--- src/rtl/multicycle_ctrl.sv ---
// rtl/multicycle_ctrl.sv - multicycle control FSM with memory wait states, illegal-opcode trap and retire counter
module multicycle_ctrl #(
  parameter int OP_W  = 4,
  parameter int CNT_W = 16
) (
  input  logic             i_clk,
  input  logic             i_reset_n,
  input  logic [OP_W-1:0]  i_op,
  input  logic             i_zero,
  input  logic             i_mem_ready,
  output logic             o_pc_write,
  output logic             o_pc_write_cond,
  output logic             o_branch_ne,
  output logic [1:0]       o_pc_src,
  output logic             o_iord,
  output logic             o_mem_read,
  output logic             o_mem_write,
  output logic             o_ir_write,
  output logic             o_reg_dst,
  output logic             o_reg_write,
  output logic             o_mem_to_reg,
  output logic             o_alu_src_a,
  output logic [2:0]       o_alu_src_b,
  output logic [1:0]       o_alu_op,
  output logic             o_trap,
  output logic             o_instr_done,
  output logic [CNT_W-1:0] o_retired,
  output logic [3:0]       o_state
);

  typedef enum logic [3:0] {
    S_IDLE    = 4'd0,
    S_FETCH   = 4'd1,
    S_DECODE  = 4'd2,
    S_EXEC_R  = 4'd3,
    S_EXEC_I  = 4'd4,
    S_EXEC_IZ = 4'd5,
    S_EXEC_B  = 4'd6,
    S_EXEC_J  = 4'd7,
    S_ADDR    = 4'd8,
    S_MEM_RD  = 4'd9,
    S_MEM_WR  = 4'd10,
    S_WB_ALU  = 4'd11,
    S_WB_LW   = 4'd12,
    S_TRAP    = 4'd13
  } state_t;

  state_t           r_state;
  state_t           w_next;
  logic [CNT_W-1:0] r_retired;
  logic             w_illegal;
  logic [3:0]       w_low;
  logic             w_unused;

  // The zero flag only matters to the datapath's branch qualifier
  assign w_unused  = i_zero;
  assign w_illegal = (i_op >> 4) != '0;
  assign w_low     = i_op[3:0];

  always_ff @(posedge i_clk or negedge i_reset_n) begin
    if (!i_reset_n) begin
      r_state   <= S_IDLE;
      r_retired <= '0;
    end else begin
      r_state <= w_next;
      if (o_instr_done) r_retired <= r_retired + CNT_W'(1);
    end
  end

  always_comb begin
    w_next          = r_state;
    o_pc_write      = 1'b0;
    o_pc_write_cond = 1'b0;
    o_branch_ne     = 1'b0;
    o_pc_src        = 2'b00;
    o_iord          = 1'b0;
    o_mem_read      = 1'b0;
    o_mem_write     = 1'b0;
    o_ir_write      = 1'b0;
    o_reg_dst       = 1'b0;
    o_reg_write     = 1'b0;
    o_mem_to_reg    = 1'b0;
    o_alu_src_a     = 1'b0;
    o_alu_src_b     = 3'b000;
    o_alu_op        = 2'b00;
    o_trap          = 1'b0;
    o_instr_done    = 1'b0;
    case (r_state)
      S_IDLE: w_next = S_FETCH;
      S_FETCH: begin
        o_mem_read  = 1'b1;
        o_alu_src_b = 3'b001;
        if (i_mem_ready) begin
          o_ir_write = 1'b1;
          o_pc_write = 1'b1;
          w_next     = S_DECODE;
        end
      end
      S_DECODE: begin
        o_alu_src_b = 3'b100;
        if (w_illegal) w_next = S_TRAP;
        else begin
          case (w_low)
            4'b1000, 4'b1100, 4'b1011, 4'b1111:                   w_next = S_EXEC_R;
            4'b0100, 4'b0101:                                     w_next = S_EXEC_B;
            4'b0011:                                              w_next = S_EXEC_J;
            4'b1001, 4'b1010, 4'b1101, 4'b1110, 4'b0111, 4'b0110: w_next = S_EXEC_I;
            4'b0000:                                              w_next = S_EXEC_IZ;
            default:                                              w_next = S_ADDR;
          endcase
        end
      end
      S_EXEC_R: begin
        o_alu_src_a = 1'b1;
        o_alu_op    = 2'b10;
        w_next      = S_WB_ALU;
      end
      S_EXEC_I: begin
        o_alu_src_a = 1'b1;
        o_alu_src_b = 3'b100;
        o_alu_op    = 2'b10;
        w_next      = S_WB_ALU;
      end
      S_EXEC_IZ: begin
        o_alu_src_a = 1'b1;
        o_alu_src_b = 3'b011;
        o_alu_op    = 2'b10;
        w_next      = S_WB_ALU;
      end
      S_EXEC_B: begin
        o_alu_src_a     = 1'b1;
        o_alu_op        = 2'b01;
        o_pc_src        = 2'b01;
        o_pc_write_cond = 1'b1;
        o_branch_ne     = i_op[0];
        o_instr_done    = 1'b1;
        w_next          = S_FETCH;
      end
      S_EXEC_J: begin
        o_pc_src     = 2'b10;
        o_pc_write   = 1'b1;
        o_instr_done = 1'b1;
        w_next       = S_FETCH;
      end
      S_ADDR: begin
        o_alu_src_a = 1'b1;
        o_alu_src_b = 3'b100;
        w_next      = (w_low == 4'b0001) ? S_MEM_RD : S_MEM_WR;
      end
      S_MEM_RD: begin
        o_iord     = 1'b1;
        o_mem_read = 1'b1;
        if (i_mem_ready) w_next = S_WB_LW;
      end
      S_MEM_WR: begin
        o_iord       = 1'b1;
        o_mem_write  = 1'b1;
        o_instr_done = i_mem_ready;
        if (i_mem_ready) w_next = S_FETCH;
      end
      S_WB_ALU: begin
        o_reg_write  = 1'b1;
        o_instr_done = 1'b1;
        w_next       = S_FETCH;
      end
      S_WB_LW: begin
        o_reg_write  = 1'b1;
        o_reg_dst    = 1'b1;
        o_mem_to_reg = 1'b1;
        o_instr_done = 1'b1;
        w_next       = S_FETCH;
      end
      S_TRAP: begin
        o_trap     = 1'b1;
        o_pc_src   = 2'b11;
        o_pc_write = 1'b1;
        w_next     = S_FETCH;
      end
      default: w_next = S_IDLE;
    endcase
  end

  assign o_retired = r_retired;
  assign o_state   = r_state;

endmodule

--- config.mk ---
export PLATFORM = sky130hd
export DESIGN_NAME = multicycle_ctrl
export DESIGN_NICKNAME = d
export VERILOG_FILES = /design/src/rtl/multicycle_ctrl.sv
export SDC_FILE = /design/constraint.sdc
export NUM_CORES = 1
export LEC_CHECK = 0
export ABC_AREA = 1
export CORE_ASPECT_RATIO = 0.75
export CORE_MARGIN = 3
export CORE_UTILIZATION = 50
export DETAILED_ROUTE_END_ITERATION = 10
export PLACE_DENSITY = 0.84
export SYNTH_ARGS = -nofsm -noshare
export SYNTH_HDL_FRONTEND = slang
export SYNTH_SLANG_ARGS = --single-unit
--- constraint.sdc ---
create_clock -name i_clk -period 2.25 [get_ports i_clk]
set_input_delay 0.45 -clock i_clk [delete_from_list [all_inputs] [get_ports i_clk]]
set_output_delay 0.45 -clock i_clk [all_outputs]
set_load 0.005 [all_outputs]
# --- After elaboration in Yosys (flattened, before gate mapping) ---
# Memory sizes are Yosys's and may differ from the RTL's.
# Index checks and enable logic that the tools add are counted.
totals:
  output_inout_bits: 40
  latchBits: 0
  inputBits: 8
  reg_bits: 20
  ramBits: 0
  mem_count: 1
  rom_bits: 64
op_classes:
  n_reduce_logical: 11
  bitwise: 0
  addsub: 1
  magnitude_cmp: 0
  n_mul: 0
  div_mod_pow: 0
  eq_ne: 17
  n_shift: 0
  muxes: 21
memory_table:
  columns: ["memory", "words", "width", "rd", "rd_ports_with_merged_regs", "wr", "line", "rtl"]
  rows:
  - ["(no name shown)", 16, 4, 1, 0, 0, "103", "case (w_low)"]
ops:
  columns: ["op", "count"]
  rows:
  - ["$pmux 4 s7", 1]
  - ["$eq 4x4->1 const B", 6]
  - ["$add 16x1->16 const B", 1]
  - ["$eq 4x3->1 const B", 4]
  - ["$mux 4", 3]
  - ["$mux 1", 11]
  - ["$pmux 3 s3", 1]
  - ["$eq 4x1->1 const B", 2]
  - ["$eq 4x2->1 const B", 2]
  - ["$reduce_or 2->1", 4]
  - ["$ne 2x2->1 const B", 3]
  - ["$pmux 2 s3", 1]
  - ["$reduce_or 3->1", 2]
  - ["$reduce_or 6->1", 1]
  - ["$reduce_or 5->1", 1]
  - ["$logic_not 4->1", 1]
  - ["$pmux 1 s2", 2]
  - ["$pmux 2 s2", 1]
  - ["$reduce_or 4->1", 1]
  - ["$reduce_and 3->1", 1]
  - ["$mux 2", 1]

# --- Logic depth before layout (Yosys ltp) ---
logic_depth:
  ltp_word: 3
  mapped_depth: 10
  depth_no_buf: 10

# --- Worst setup path after synthesis ---
# No wires, ideal clock.
synth_path:
  path_type: "reg-to-output"
  start: "register r_state[0] (netlist: o_state[0])"
  end: "output port o_instr_done"
  slack_ps: 724
  arrival_ps: 1076
  stages_incl_launch_ff: 7
  cell_sequence: "dfrtp_1 > inv_1 > nand2_1 > nor2_4 > nand2_1 > nand3_4 > buf_6"
synth_via:
  elab_chain_cells: 3
  elab_cells_between_ends: 7
  cone_classes: "eq/ne (5); mux (1); reduce/logical (1)"
synth_lines:
  columns: ["item", "line", "rtl"]
  rows:
  - ["start: declaration", "48", "state_t r_state;"]
  - ["start signal: assignment", "65", "r_state <= w_next;"]
  - ["$eq 4x4->1 or $eq 4x3->1 (tied branches)", "88", "case (r_state)"]
  - ["$reduce_or 4->1 (no line)", null, null]
  - ["$pmux 1 s2 (*)", "88", null]
  - ["end: declaration", "26", "output logic o_instr_done,"]
# Mark *: on every way between the ends. The rest lies on a longest branch, timed or not.

# --- Final worst setup path ---
layout_path:
  start: "register r_state[0] (netlist: o_state[0])"
  end: "output port o_alu_src_a"
layout_via:
  elab_chain_cells: 3
  elab_cells_between_ends: 7
  cone_classes: "eq/ne (5); mux (1); reduce/logical (1)"
layout_lines:
  columns: ["item", "line", "rtl"]
  rows:
  - ["$eq 4x4->1 (tied with other cells)", "88", null]
  - ["$reduce_or 5->1 (no line) (*)", null, null]
  - ["$mux 1 (*)", "88", null]
  - ["end: declaration", "22", "output logic o_alu_src_a,"]
# Marks and branches as above.

==> impl_results.html <==
<table>
<tr><th>Metric</th><th>Value</th></tr>
<tr><th colspan="2">Outcome</th></tr>
<tr><td>Run status</td><td>completed</td></tr>
<tr><th colspan="2">Placed design</th></tr>
<tr><td>Area post-placement</td><td>2000 µm²</td></tr>
<tr><td>Weighted congestion reported at the end of routability-driven placement</td><td>0.927</td></tr>
<tr><td>Final HPWL DP</td><td>3130 µm</td></tr>
<tr><td>Placed Cells incl. Taps</td><td>311</td></tr>
<tr><td>Buffers added on ports</td><td>46</td></tr>
<tr><th colspan="2">STA</th></tr>
<tr><td>Total setup violations reported at the end of the flow</td><td>0</td></tr>
<tr><td>Final cycle utilization of the critical path</td><td>97.4%</td></tr>
<tr><td>Highest Clock Rate</td><td>0.456 GHz</td></tr>
<tr><td>Setup repair after global routing missed its margin</td><td>yes</td></tr>
<tr><td>Fin. max-slew vios</td><td>0</td></tr>
<tr><td>Slew margin rel.</td><td>73.5%</td></tr>
<tr><td>Final Hold Vio Count</td><td>0</td></tr>
<tr><td>Sum Neg Setup Slack</td><td>0 ns</td></tr>
<tr><td>Final Critical Period</td><td>2.19 ns</td></tr>
<tr><td>Worst slew pin tran</td><td>0.394 ns</td></tr>
<tr><td>Worst clock skew</td><td>0.00787 ns</td></tr>
<tr><th colspan="2">Finish</th></tr>
<tr><td>Net count reported at finish</td><td>295</td></tr>
<tr><td>Final cell area excluding filler cells</td><td>2130 µm²</td></tr>
<tr><td>Layout Area Growth over Synthesis</td><td>41.1%</td></tr>
<tr><td>Share of layout cells above drive strength 1</td><td>16.3%</td></tr>
<tr><td>Number of standard cells in the final layout excluding fillers</td><td>319</td></tr>
<tr><td>Commonest cells after routing, fill and taps aside</td><td>80 x nand2_1, 42 x clkdlybuf4s50_1, 30 x nor2_1</td></tr>
<tr><td>Utilization after layout</td><td>77.6%</td></tr>
<tr><td>Antenna Diode Count</td><td>0</td></tr>
<tr><td>Multi-input combinational cell area</td><td>892 µm²</td></tr>
<tr><td>Most common cell after layout, fill and taps aside</td><td>nand2_1</td></tr>
<tr><td>Combined flip-flop and latch cell area</td><td>505 µm²</td></tr>
<tr><td>Number of fill cells</td><td>221</td></tr>
<tr><th colspan="2">Drt</th></tr>
<tr><td>Drc violations</td><td>0</td></tr>
<tr><td>Aggregate routed wire length</td><td>4290 µm</td></tr>
<tr><td>Drt initial violations</td><td>183</td></tr>
<tr><td>First-pass DRT Iterations</td><td>4</td></tr>
<tr><td>Routed wire length per instance</td><td>13.5 µm</td></tr>
<tr><td>Detailed-route via count</td><td>1,636</td></tr>
<tr><td>Number of vias per cell</td><td>5.13</td></tr>
<tr><td>Detail Route Antenna Nets</td><td>0</td></tr>
<tr><th colspan="2">Power</th></tr>
<tr><td>Power density cells</td><td>1040 nW/µm²</td></tr>
<tr><td>Tot Pwr</td><td>2.21 mW</td></tr>
<tr><td>Peak supply drop</td><td>0.764 mV</td></tr>
<tr><td>Static leakage</td><td>1.05 nW</td></tr>
<tr><th colspan="2">Logic synthesis</th></tr>
<tr><td>Multiplexer area fraction after synthesis</td><td>0%</td></tr>
<tr><td>Sequential area share after synthesis</td><td>33.2%</td></tr>
<tr><td>Most area-hungry cell type in the Yosys netlist</td><td>dfrtp_1</td></tr>
<tr><td>Adder and majority gate portion of the synthesized area</td><td>2.49%</td></tr>
<tr><td>Cells taking the most area after synthesis</td><td>dfrtp_1 33%, nand2_1 21%, nor2_1 8.7%</td></tr>
<tr><td>Count of state elements after synthesis</td><td>20</td></tr>
<tr><td>Xor-xnor portion of the synthesized cell area</td><td>6.30%</td></tr>
<tr><td>Proportion of netlist area held by the largest area contributor</td><td>33.2%</td></tr>
<tr><td>Unique masters post-synth</td><td>25</td></tr>
<tr><td>Mapped cell area</td><td>1510 µm²</td></tr>
<tr><td>Number of nets in the synthesized netlist</td><td>241</td></tr>
<tr><td>Synth Instances</td><td>230</td></tr>
<tr><td>Dominant combinational cell family by area after synthesis</td><td>simple AND/OR/NAND/NOR gates</td></tr>
<tr><td>Mean post-synth cell area</td><td>6.56 µm²</td></tr>
<tr><td>Simple-gate area share of the yosys netlist</td><td>40.4%</td></tr>
<tr><td>Number of synthesis warnings</td><td>0</td></tr>
<tr><td>Compound-Gate Fraction of Synth Area</td><td>7.46%</td></tr>
<tr><th colspan="2">Floorplanning</th></tr>
<tr><td>IO Pins</td><td>48</td></tr>
<tr><td>Full die area</td><td>3720 µm²</td></tr>
<tr><td>Core area</td><td>2740 µm²</td></tr>
<tr><td>Initial cell density of the core</td><td>55.0%</td></tr>
<tr><td>X dimension of the die</td><td>69.4 µm</td></tr>
<tr><td>Placement row count</td><td>16</td></tr>
<tr><td>Die outline height</td><td>53.6 µm</td></tr>
<tr><th colspan="2">Global routing</th></tr>
<tr><td>Global-route total usage across every layer</td><td>23.4%</td></tr>
<tr><td>Wire length of the first global-routing pass</td><td>6820 µm</td></tr>
<tr><td>Number of global-route vias before repair</td><td>1,422</td></tr>
<tr><td>Antenna violations before repair</td><td>0</td></tr>
<tr><td>Largest net degree at the start of global routing</td><td>23</td></tr>
<tr><td>Total global routing overflow</td><td>0</td></tr>
<tr><th colspan="2">Setup path</th></tr>
<tr><td>Critical Path, Cell by Cell</td><td>nand2_1, inv_1, nand2_1, nand2_2, nor2_1, nand2_1, clkdlybuf4s50_1</td></tr>
<tr><td>Kind of launch point of the worst setup path</td><td>flip-flop</td></tr>
<tr><td>Max incr delay on CP</td><td>0.46 ns</td></tr>
<tr><td>Combined buffer and inverter count along the critical path</td><td>2</td></tr>
<tr><td>Cell type group with the largest total delay on the critical path</td><td>buffers and inverters</td></tr>
<tr><td>WS Path Type</td><td>flip-flop to output port</td></tr>
<tr><td>Kind of capture point of the worst setup path</td><td>output port</td></tr>
<tr><td>Worst Path Arrival</td><td>1.74 ns</td></tr>
<tr><td>Required time of the critical path</td><td>1.80 ns</td></tr>
<tr><td>CP Max Fanout</td><td>5</td></tr>
<tr><td>Cell at the slowest stage of the critical path</td><td>dfrtp_2</td></tr>
<tr><td>CP dominant cell by count</td><td>nand2_1</td></tr>
<tr><th colspan="2">CTS</th></tr>
<tr><td>Clock Tree Buf Depth</td><td>2</td></tr>
<tr><td>Buffer cell driving the clock tree root</td><td>clkbuf_8</td></tr>
<tr><td>Clk sinks</td><td>20</td></tr>
<tr><td>Worst skew pair latency</td><td>0.27 ns</td></tr>
<tr><td>Hold buffers post-CTS</td><td>0</td></tr>
<tr><td>Clock-pin slew reported for the worst setup and hold paths after clock tree synthesis</td><td>0.08 ns</td></tr>
<tr><td>CTS tree</td><td>built</td></tr>
<tr><td>Number of buffers created by CTS</td><td>3</td></tr>
<tr><td>H-tree Lvls</td><td>1</td></tr>
<tr><th colspan="2">Run</th></tr>
<tr><td>Max-cap check violation count</td><td>0</td></tr>
<tr><th colspan="2">Worst hold path</th></tr>
<tr><td>Worst hold-check path type</td><td>primary input to asynchronous set/reset pin</td></tr>
</table>
==> where the power goes <==
group | switching [mW] | total [mW] | leakage (nW) | internal, mW
logic | 0.702 | 1.32 | 0.758 | 0.622
clock network | 0.128 | 0.284 | 0.0288 | 0.156
registers | 0.147 | 0.601 | 0.262 | 0.454
total | 0.976 | 2.21 | 1.05 | 1.23
==> cells in the mapped netlist <==
cell	number
nand2_1	86
nor2_1	35
inv_1	31
dfrtp_1	20
nand3_1	11
o21ai_0	9
o21ai_2	6
xor2_1	5
xnor2_1	4
ha_1	3
buf_6	2
inv_2	2
nand2_2	2
nor2_2	2
nor2_4	2
buf_4	1
nand3_2	1
nand3_4	1
nand3b_1	1
nand4_1	1
nor3_1	1
nor4_1	1
o211ai_1	1
o21a_1	1
xor2_2	1
==> logic make-up (layout without fill, tap and decap cells) <==
kind of cell | count (synthesis) | count (layout)
and+or+nand+nor | 144 | 144
buffers and inverters | 36 | 89
DFF | 20 | 20
AOI/OAI and AO/OA | 17 | 17
xor gates and xnor gates | 10 | 10
adders and majority gates | 3 | 3
==> final timing paths <==
path | start | endpoint | slack, ns | cells after the start
setup / recovery | o_state[0] | o_alu_src_a | 0.06 | 7
hold / removal | i_reset_n | o_retired[9] | 0.52 | 2
setup reg to reg | o_state[3] | o_retired[2] | 0.51 | 9
hold reg to reg | o_retired[14] | o_retired[14] | 0.54 | 2
max in group asynchronous | i_reset_n | o_state[1] | 1.48 | 2
min in group i_clk | o_retired[14] | o_retired[14] | 0.54 | 2
==> registers in the layout, summed over array words and instances, names as in the netlist <==
name and cells:
o_retired 16, o_state 4
==> repair_timing <==
action,in CTS,in global routing
pin swaps,0,2
cloned,0,0
buffers inserted,2,2
endpoints found under the setup margin,8,11
resized for setup,8,17
hold endpoints to repair,0,0
==> metal layers <==
| metal | up-vias | GRT usage (%) | share of wire, % |
|---|---|---|---|
| li1 | 808 | - | - |
| met1 | 759 | 33.7 | 45 |
| met2 | 65 | 36.4 | 46 |
| met3 | 4 | 5.60 | 8.2 |
| met4 | 0 | 4.22 | 0.88 |
| met5 | - | 0 | 0 |
==> final cells by class <==
class                           count  area share [%]
Sequential cell                    20            23.7
Inverter                           33            5.82
Multi-Input combinational cell    174            41.9
Clock buffer                        4            2.59
Tap cell                           36            2.12
Timing Repair Buffer               52            23.9
==> stage by stage <==
stage          setup slack (ns)  hold WS, ns
5_1_grt                 -0.0314        0.540
6_report                 0.0575        0.524
4_1_cts                 0.00351        0.530
2_1_floorplan             0.724        0.154
3_5_place_dp            -0.0159        0.524
3_3_place_gp              0.121        0.509
Note: power is estimated with default switching activity, not from simulation.
